## config.mk

```make
export PLATFORM = sky130hd
export DESIGN_NAME = serial_comparator_ctrl
export DESIGN_NICKNAME = d
export VERILOG_FILES = /design/src/rtl/serial_comparator_ctrl.sv
export SDC_FILE = /design/constraint.sdc
export NUM_CORES = 1
export LEC_CHECK = 0
export CAP_MARGIN = 10
export CORE_ASPECT_RATIO = 1.25
export CORE_MARGIN = 1.5
export CORE_UTILIZATION = 30
export CTS_BUF_LIST = sky130_fd_sc_hd__clkbuf_4
export DETAILED_ROUTE_END_ITERATION = 10
export REMOVE_ABC_BUFFERS = 1
export SKIP_CTS_REPAIR_TIMING = 1
export SLEW_MARGIN = 25
export SYNTH_ARGS = -nofsm -noshare
export SYNTH_HDL_FRONTEND = slang
export SYNTH_SLANG_ARGS = --single-unit
```

## constraint.sdc

```tcl
create_clock -name clk -period 1.8 [get_ports clk]
set_clock_uncertainty 0.05 [all_clocks]
set_input_delay 0.36 -clock clk [delete_from_list [all_inputs] [get_ports clk]]
set_output_delay 0.36 -clock clk [all_outputs]
set_load 0.02 [all_outputs]
```

## src/rtl/serial_comparator_ctrl.sv

```systemverilog
// rtl/serial_comparator_ctrl.sv - bit-serial MSB-first magnitude comparator with start/busy/done handshake
// Optional macro SERIAL_CMP_EARLY_EXIT_EN: finish on the first differing bit instead of scanning all WIDTH bits.
module serial_comparator_ctrl #(
   parameter int WIDTH = 8
) (
   input  logic             clk,
   input  logic             rst,
   input  logic             start,
   input  logic [WIDTH-1:0] a_in,
   input  logic [WIDTH-1:0] b_in,
   output logic             busy,
   output logic             done,
   output logic             gt,
   output logic             lt,
   output logic             eq
);

   localparam int CW = (WIDTH > 1) ? $clog2(WIDTH) : 1;
   localparam logic [CW-1:0] LAST_IDX = CW'(WIDTH - 1);
`ifdef SERIAL_CMP_EARLY_EXIT_EN
   localparam bit EARLY_EXIT = 1'b1;
`else
   localparam bit EARLY_EXIT = 1'b0;
`endif

   typedef enum logic [1:0] {
      S_IDLE    = 2'd0,
      S_COMPARE = 2'd1,
      S_DONE    = 2'd2
   } state_t;

   state_t           state_q, state_d;
   logic [WIDTH-1:0] a_sh_q, a_sh_d;
   logic [WIDTH-1:0] b_sh_q, b_sh_d;
   logic [CW-1:0]    cnt_q, cnt_d;
   logic             decided_q, decided_d;
   logic             res_gt_q, res_gt_d;
   logic             res_lt_q, res_lt_d;
   logic             gt_q, gt_d;
   logic             lt_q, lt_d;
   logic             eq_q, eq_d;

   logic bit_gt, bit_lt;
   logic fin_gt, fin_lt;
   logic exit_now;

   // One-bit compare cell on the current MSBs of the shifters
   assign bit_gt = a_sh_q[WIDTH-1] & ~b_sh_q[WIDTH-1];
   assign bit_lt = ~a_sh_q[WIDTH-1] & b_sh_q[WIDTH-1];

   // A recorded decision always wins over lower-order bits
   assign fin_gt   = decided_q ? res_gt_q : bit_gt;
   assign fin_lt   = decided_q ? res_lt_q : bit_lt;
   assign exit_now = (cnt_q == LAST_IDX) || (EARLY_EXIT && (bit_gt || bit_lt));

   always_comb begin
      state_d   = state_q;
      a_sh_d    = a_sh_q;
      b_sh_d    = b_sh_q;
      cnt_d     = cnt_q;
      decided_d = decided_q;
      res_gt_d  = res_gt_q;
      res_lt_d  = res_lt_q;
      gt_d      = gt_q;
      lt_d      = lt_q;
      eq_d      = eq_q;
      case (state_q)
         S_IDLE: begin
            if (start) begin
               state_d   = S_COMPARE;
               a_sh_d    = a_in;
               b_sh_d    = b_in;
               cnt_d     = '0;
               decided_d = 1'b0;
               res_gt_d  = 1'b0;
               res_lt_d  = 1'b0;
               gt_d      = 1'b0;
               lt_d      = 1'b0;
               eq_d      = 1'b0;
            end
         end
         S_COMPARE: begin
            res_gt_d  = fin_gt;
            res_lt_d  = fin_lt;
            decided_d = decided_q | bit_gt | bit_lt;
            a_sh_d    = {a_sh_q[WIDTH-2:0], 1'b0};
            b_sh_d    = {b_sh_q[WIDTH-2:0], 1'b0};
            if (exit_now) begin
               state_d = S_DONE;
               gt_d    = fin_gt;
               lt_d    = fin_lt;
               eq_d    = ~(fin_gt | fin_lt);
            end else begin
               cnt_d = cnt_q + 1'b1;
            end
         end
         S_DONE: begin
            state_d = S_IDLE;
         end
         default: begin
            state_d = S_IDLE;
         end
      endcase
   end

   always_ff @(posedge clk) begin
      if (rst) begin
         state_q   <= S_IDLE;
         a_sh_q    <= '0;
         b_sh_q    <= '0;
         cnt_q     <= '0;
         decided_q <= 1'b0;
         res_gt_q  <= 1'b0;
         res_lt_q  <= 1'b0;
         gt_q      <= 1'b0;
         lt_q      <= 1'b0;
         eq_q      <= 1'b0;
      end else begin
         state_q   <= state_d;
         a_sh_q    <= a_sh_d;
         b_sh_q    <= b_sh_d;
         cnt_q     <= cnt_d;
         decided_q <= decided_d;
         res_gt_q  <= res_gt_d;
         res_lt_q  <= res_lt_d;
         gt_q      <= gt_d;
         lt_q      <= lt_d;
         eq_q      <= eq_d;
      end
   end

   assign busy = (state_q != S_IDLE);
   assign done = (state_q == S_DONE);
   assign gt   = gt_q;
   assign lt   = lt_q;
   assign eq   = eq_q;

endmodule

```

==> summary by stage, run 1 <==
Status
The flow ran to the end, and the final reports show no timing, DRC or antenna violations.

Clock tree
The clock tree from TritonCTS is yes. The number of buffers created by CTS is 3. CTS saw 27 sinks. The H-tree depth is 1. The maximum root-to-sink buffer count is 2. The library cell used as clock root buffer is clkbuf_4. The clock latency of the later-clocked register in the worst-skew pair is 0.33 ns. The clock edge transition at the registers on the reported setup and hold paths is 0.13 ns.

Worst setup path
For this run, the slowest stage of the critical path takes 0.61 ns. The number of cells on the critical path is 1. The critical path launch point is eq. The required time at the endpoint of the critical path is 1.39 ns. Of all nets on the critical path, the largest fanout is 2.

The worst register-to-register path ends at cnt_q[2]. The number of cells on the worst reg-to-reg path is 6. The critical path class is register to primary output. Data arrives at the worst endpoint at 1.29 ns. The internal reg-to-reg setup slack is 0.14 ns.

The kind of end point of the critical path is a primary output. The cell type group with the largest total delay on the critical path is buffers and inverters. In this run the critical register-to-register path is launched from cnt_q[0].

The buffer and inverter count on the worst path is 1. The startpoint kind of the worst setup timing path is a register. For this design, the slowest cell found on the critical path is clkdlybuf4s50_1. The signal on the critical path passes through clkdlybuf4s50_1. The end point of the critical path is eq.

Global routing
In the global route stage, overall resource usage came out at 0.121. For this run the aggregate overflow at the end of global routing stands at 0. The first-pass GRT wire length is 4230 µm. The initial antenna violation count came to 0. The via count of the first global-routing pass is 982. Entering global routing, the biggest net connects 30 pins.

Detailed routing
After detailed routing, the total wire length is 2490 µm. The first detailed-routing pass took 4 iterations. The first routing iteration left 33 violations. In the routed layout, each cell is associated on average with a via count of 4.78. Summing over every cut layer, the via total after detailed routing is 1,084. The number of remaining DRC errors is 0. After detailed routing, the average wire length per cell comes to 11.0 µm. The post-detailed-route count of antenna-violating nets is 0.

Timing
Setup repair after global routing left no endpoint under its margin. After layout, the minimum clock period comes to 1.70 ns. The pin slew with the least headroom to its limit is 0.355 ns. Timing would allow up to 0.587 GHz. Setup violations remaining at the end of the flow were counted as 0. The hold violation total from the final report is 0. Setup slack on the critical path of the routed design comes to 0.0960 ns.

The worst pin sits at a relative slew slack of 0.761. The final max-slew violation count is 0. The fraction of the cycle the final worst path needs is 0.947.

Power
The worst-case IR drop observed on VDD is 0.365 mV. In this run the static leakage power is 0.000663 µW. Power spread over the standard cell area amounts to 729 nW/µm².

Synth
Of the synthesized area, sequential elements account for 0.440. Sorting the synthesized cells by area gives the leading types as dfxtp_1 44%, nand2_1 10%, a311oi_1 10%. For this run, the number of Yosys warnings is 0. Synthesis produced 149 cells.

The synthesized design contains 0 enable-type register cells. In the synthesized netlist, the cells that appear most often are 34 x nand2_1, 27 x dfxtp_1, 26 x nor2_1. The netlist uses 28 different library cells.

The per-instance average area after synthesis is 8.25 µm². In the synthesized netlist the dominant register cell turns out to be dfxtp_1. The flip-flop and latch count after synthesis is 27. The share of synthesized area in the top cell type comes to 0.440. Among all cell types in the netlist, the one instantiated most often is nand2_1. After synthesis, the share of flip-flops with an asynchronous set or reset is 0. The largest area contributor in the synthesized netlist is dfxtp_1.

The post-synthesis instance area is 1230 µm².

Die
The core box area is 3850 µm². The die covers 4490 µm². Row generation in the floorplan step produced 25 rows. The die is 60.2 µm wide. The initial utilization of the core area, before any placement, comes to 0.319. The number of I/O pins is 24. The die extent in y is 74.6 µm.

Final layout
Of the cells placed in the final design, the portion with a size suffix greater than 1 is 0.0983. The area growth from synthesis to final layout is 28.0%. Measured on the finished design, the core utilization comes to 0.409.

The net count of the finished layout is 196. After filler insertion, the fill cell instance count of the layout stands at 388. The post-route non-filler standard cell count is 227. The number of inserted diodes is 0.

Placement
The weighted congestion at the end of routability-driven global placement is 0.694. After detailed placement, the design holds a cell count of 223. The post-placement setup slack is 0.0157 ns. Detailed placement finished with a half-perimeter wire length of 1800 µm. Port buffering added 23 buffers.

Min path
The type of the worst min-delay path is register to register.

Flow run
Max-cap violations in this run came to 0.
==> power breakdown <==
part           total (µW)  switching [µW]  internal [µW]
clock network         266             182           83.4
registers             660            22.2            638
logic                 222             107            115
==> per-layer routing <==
layer,global-route usage,part of all wire,up-vias,wire (µm)
met5,0,0,-,0
met4,0.0296,0.0092,0,23
met1,0.142,0.45,495,1130
met3,0.0209,0.035,4,88
met2,0.225,0.50,20,1240
li1,-,-,565,-
==> kinds of logic (layout without fill, tap and decap cells) <==
| logic type | after synthesis | in the layout | share of synthesized area |
|---|---|---|---|
| DFF | 27 | 27 | 0.440 |
| buffers and inverters | 12 | 36 | 0.0540 |
| and+or+nand+nor | 74 | 74 | 0.266 |
| adders and majority gates | 3 | 3 | 0.0306 |
| AOI/OAI and AO/OA | 33 | 33 | 0.210 |
==> cells in the final DEF (no fill, tap or decap) <==
cell type        instances
nor2b_2                  1
clkinv_2                 1
or4_1                    1
buf_12                   1
o21bai_1                 1
a2bb2oi_1                2
nor3_1                   1
buf_4                    8
dlymetal6s2s_1           2
a22oi_1                  5
dfxtp_1                 27
nor2_1                  26
nand2b_4                 1
a32oi_1                  2
o21ai_0                  2
a311oi_1                14
ha_1                     3
nand2b_1                 3
or2_2                    1
a21o_1                   2
clkbuf_4                 3
or2b_1                   1
clkdlybuf4s50_1         21
o21ba_2                  1
nor2b_1                  3
a21oi_1                  4
nor3b_1                  1
and2b_1                  1
nand2_1                 34
==> worst min-delay path by stage <==
stage	start	endpoint	cells past startpoint
6_report	eq	eq	2
5_1_grt	a_sh_q[4]	a_sh_q[5]	2
4_1_cts	b_sh_q[5]	b_sh_q[6]	2
3_5_place_dp	a_sh_q[3]	a_sh_q[4]	2
3_3_place_gp	b_sh_q[2]	b_sh_q[3]	2
2_1_floorplan	rst	eq	1
==> cell type report <==
cell class,count,area (µm²),area share
clock buffer,3,22.5,0.0143
clock inverter,1,5.00,0.00318
multi-input combinational,110,622,0.395
sequential,27,541,0.344
tap,54,67.6,0.0430
timing repair buffer,32,315,0.200
==> flip-flops by register name, summed over array words and instances (netlist names) <==
| register | cells |
|---|---|
| a_sh_q | 8 |
| b_sh_q | 8 |
| cnt_q | 3 |
| state_q | 2 |
| decided_q | 1 |
| eq | 1 |
| gt | 1 |
| lt | 1 |
| res_gt_q | 1 |
| res_lt_q | 1 |
==> metrics by stage <==
step | TNS (ns) | power [µW] | hold slack (ns) | instance area [µm²]
finish | 0 | 1150 | 0.438 | 1570
global route | 0 | 1210 | 0.460 | 1570
CTS | -0.176 | 1160 | 0.443 | 1570
detailed placement | 0 | 899 | 0.423 | 1540
global placement | 0 | 892 | 0.411 | 1540
floorplan | 0 | 787 | 0.379 | 1160
Power figures use the tool's default switching activity.
==> run 2, diff against run 1 <==
--- a/config.mk
+++ b/config.mk
@@ -11,6 +11,7 @@
 export CORE_UTILIZATION = 30
 export CTS_BUF_LIST = sky130_fd_sc_hd__clkbuf_4
 export DETAILED_ROUTE_END_ITERATION = 10
+export RECOVER_POWER = 50
 export REMOVE_ABC_BUFFERS = 1
 export SKIP_CTS_REPAIR_TIMING = 1
 export SLEW_MARGIN = 25
==> run 2 against run 1 <==
  * Worst setup slack improved by 0.00068 ns
  * Clock-buffer cell count did not move
  * Sequential share of layout area rose by 0.14 points
  * Core utilization fell by 0.16 points
  * Clock power barely moved
  * Critical path depth did not move
  * Cell area fell by 0.40%
  * Die area did not move
==> summary by stage, run 2 (synthesis gave the netlist of run 1 again) <==
Status
The run finished with clean final reports.

Clock tree
The clock latency of the later-clocked register in the worst-skew pair is 0.33 ns (about the same). The maximum root-to-sink buffer count was 2 (unchanged). The library cell used as clock root buffer is clkbuf_4. The number of clock sinks was 27 (unchanged). TritonCTS built the clock tree. The clock edge transition at the registers on the reported setup and hold paths came to 0.13 ns (about the same). The H-tree depth is 1 (unchanged). The number of buffers created by CTS is 3 (unchanged).

Min path
For hold timing, the worst endpoint is eq. In this run the most critical hold path is launched from eq. The min-delay analysis places its worst path in the category register to register. The depth of the worst hold-timing path came to 2 (unchanged).

Detailed routing
The routed wire length is 2490 µm (+0.16%). The number of remaining DRC errors was 0 (unchanged). The number of vias in the routed layout is 1,084 (unchanged).

The detailed-routing iteration count for the pre-antenna-repair pass was 4 (unchanged). The post-detailed-route count of antenna-violating nets is 0 (unchanged). The ratio of routed vias to standard cells is 4.78 (unchanged). The initial detailed-routing violation count is 34 (+3.0%). The average routed wire per standard cell is 11.0 µm (+0.16%).

Placement
The estimated wirelength of the detail-placed design was 1800 µm (unchanged). The post-placement setup slack came to 0.0157 ns (unchanged). The weighted congestion at the end of routability-driven global placement is 0.694 (unchanged). The count of input and output buffers is 23 (unchanged). The placed cell area is 1540 µm² (unchanged).

Worst setup path
The arrival time at the worst endpoint is 1.29 ns (about the same). The signal on the critical path passes through clkdlybuf4s50_1. The worst setup path is captured at a primary output. The largest stage delay on the critical path came to 0.61 ns (about the same). The largest fanout on the critical path is 2 (unchanged). The number of cells traversed by the worst register-to-register path was 6 (unchanged).

The slowest stage of the critical path is the clkdlybuf4s50_1 cell. By startpoint and endpoint, the worst setup path is classified as register to primary output. The startpoint of the worst register-to-register path is cnt_q[0]. The internal reg-to-reg setup slack is 0.14 ns (about the same). Grouping stages by cell kind, the critical path spends the most delay in buffers and inverters.

The required time at the endpoint of the critical path is 1.39 ns (about the same). The startpoint kind of the worst setup timing path is a register. The buffer and inverter count on the worst path is 1 (unchanged). The worst register-to-register path ends at cnt_q[2].

Timing
The fraction of the cycle the final worst path needs is 0.946 (about the same). The shortest period the worst path allows is 1.70 ns (-0.000684 ns). The number of failing setup endpoints in the final timing report is 0 (unchanged). The pin slew with the least headroom to its limit is 0.357 ns (+0.00203 ns).

The hold violation total from the final report is 0 (unchanged). The minimum hold slack is 0.439 ns (+0.000275 ns). The maximum clock frequency came to 0.587 GHz (about the same). The minimum setup slack in the final design was 0.0967 ns (+0.000684 ns). The final max-slew violation count is 0 (unchanged).

Setup repair after global routing left no endpoint under its margin. The relative max-transition margin is 0.760 (-0.00137).

Final layout
The fill cell total of the finished layout came to 391 (+0.77%). In the layout the commonest cells are 34 x nand2_1, 27 x dfxtp_1, 26 x nor2_1. The final net count is 196 (unchanged).

The number of inserted diodes is 0 (unchanged). The share of final-layout standard cells stronger than drive strength 1 was 0.0925 (-0.00578). The final standard cell area without fillers was 1570 µm² (-0.40%). The area growth from synthesis to final layout is 27.5%. The largest registers in the layout are a_sh_q: 8 flops, b_sh_q: 8 flops, cnt_q: 3 flops. The leading cell type in the layout, fill and taps excluded is nand2_1.

Global routing
The first-pass GRT wire length is 4230 µm (unchanged). The overall routing resource usage is 0.121 (unchanged). The initial antenna violation count was 0 (unchanged). The maximum number of pins on one net before global-route repair is 30 (unchanged). The via count of the first global-routing pass is 982 (unchanged). The aggregate global routing overflow is 0 (unchanged).

Flow run
The max-cap violation count is 0 (unchanged).

Power
The worst IR drop on VDD is 0.364 mV (-0.22%). The internal power summed over all cells was 834 µW (-0.31%). The portion of total power attributed to sequential cells is 0.577 (+0.002). The combinational share of power is 0.191 (-0.002). The leakage component of the power is 0.000659 µW (-0.59%). The power per unit of standard cell area is 730 nW/µm² (+0.13%). The net switching power figure is 310 µW (-0.16%). The clock network power share is 0.232 (about the same). The switching portion of total power is 0.271 (+0.000298). The total chip power was 1140 µW (-0.27%).

Die
The starting utilization of the core area is 0.319 (unchanged). The total number of placement rows was 25 (unchanged). The overall die area was 4490 µm² (unchanged). The overall die width is 60.2 µm (unchanged). The number of I/O pins was 24 (unchanged). The die extent in y is 74.6 µm (unchanged). The core box area was 3850 µm² (unchanged).
==> run 2: changes by cell type in the layout (fill, tap and decap cells not counted), sizes merged <==
| cell | delta |
|---|---|
| clkbuf | +2 |
| buf | -2 |
| dlygate4sd3 | +1 |
| clkdlybuf4s50 | -1 |
==> run 2: final cells by class <==
class / instances / area [µm²] / area share
Tap cell: 54 / 67.6 / 0.0431
Timing Repair Buffer: 32 / 309 / 0.197
Clock inverter: 1 / 5.00 / 0.00319
Sequential cell: 27 / 541 / 0.345
Multi-Input combinational cell: 110 / 622 / 0.397
Clock buffer: 3 / 22.5 / 0.0144
==> run 2: stage by stage <==
stage	setup TNS, ns	util	std cells
after floorplan	0	-	137
after global placement	0	0.400	223
after detailed placement	0	0.400	223
after CTS	-0.176	0.407	227
after global routing	0	0.407	227
final	0	0.407	227
==> run 2: worst max-delay path by stage <==
stage / from / endpoint / cells after the start
2_1_floorplan: state_q[0] / eq / 3
3_3_place_gp: start / eq / 5
3_5_place_dp: start / eq / 5
4_1_cts: state_q[0] / busy / 2
5_1_grt: eq / eq / 1
6_report: eq / eq / 1
==> run 2: power by group through the flow <==
stage	Sequential, µW	Clock (µW)	Combinational [µW]
global placement	671	0	221
floorplan	672	0	116
detailed placement	674	0	225
finish	660	265	219
CTS	660	273	226
global route	666	299	244
==> run 2: layer usage <==
metal,share of wire,track usage,vias up,routed length (µm)
li1,-,-,564,-
met1,0.46,0.142,502,1150
met2,0.50,0.225,14,1250
met3,0.029,0.0209,4,72
met4,0.0092,0.0296,0,23
met5,0,0,-,0
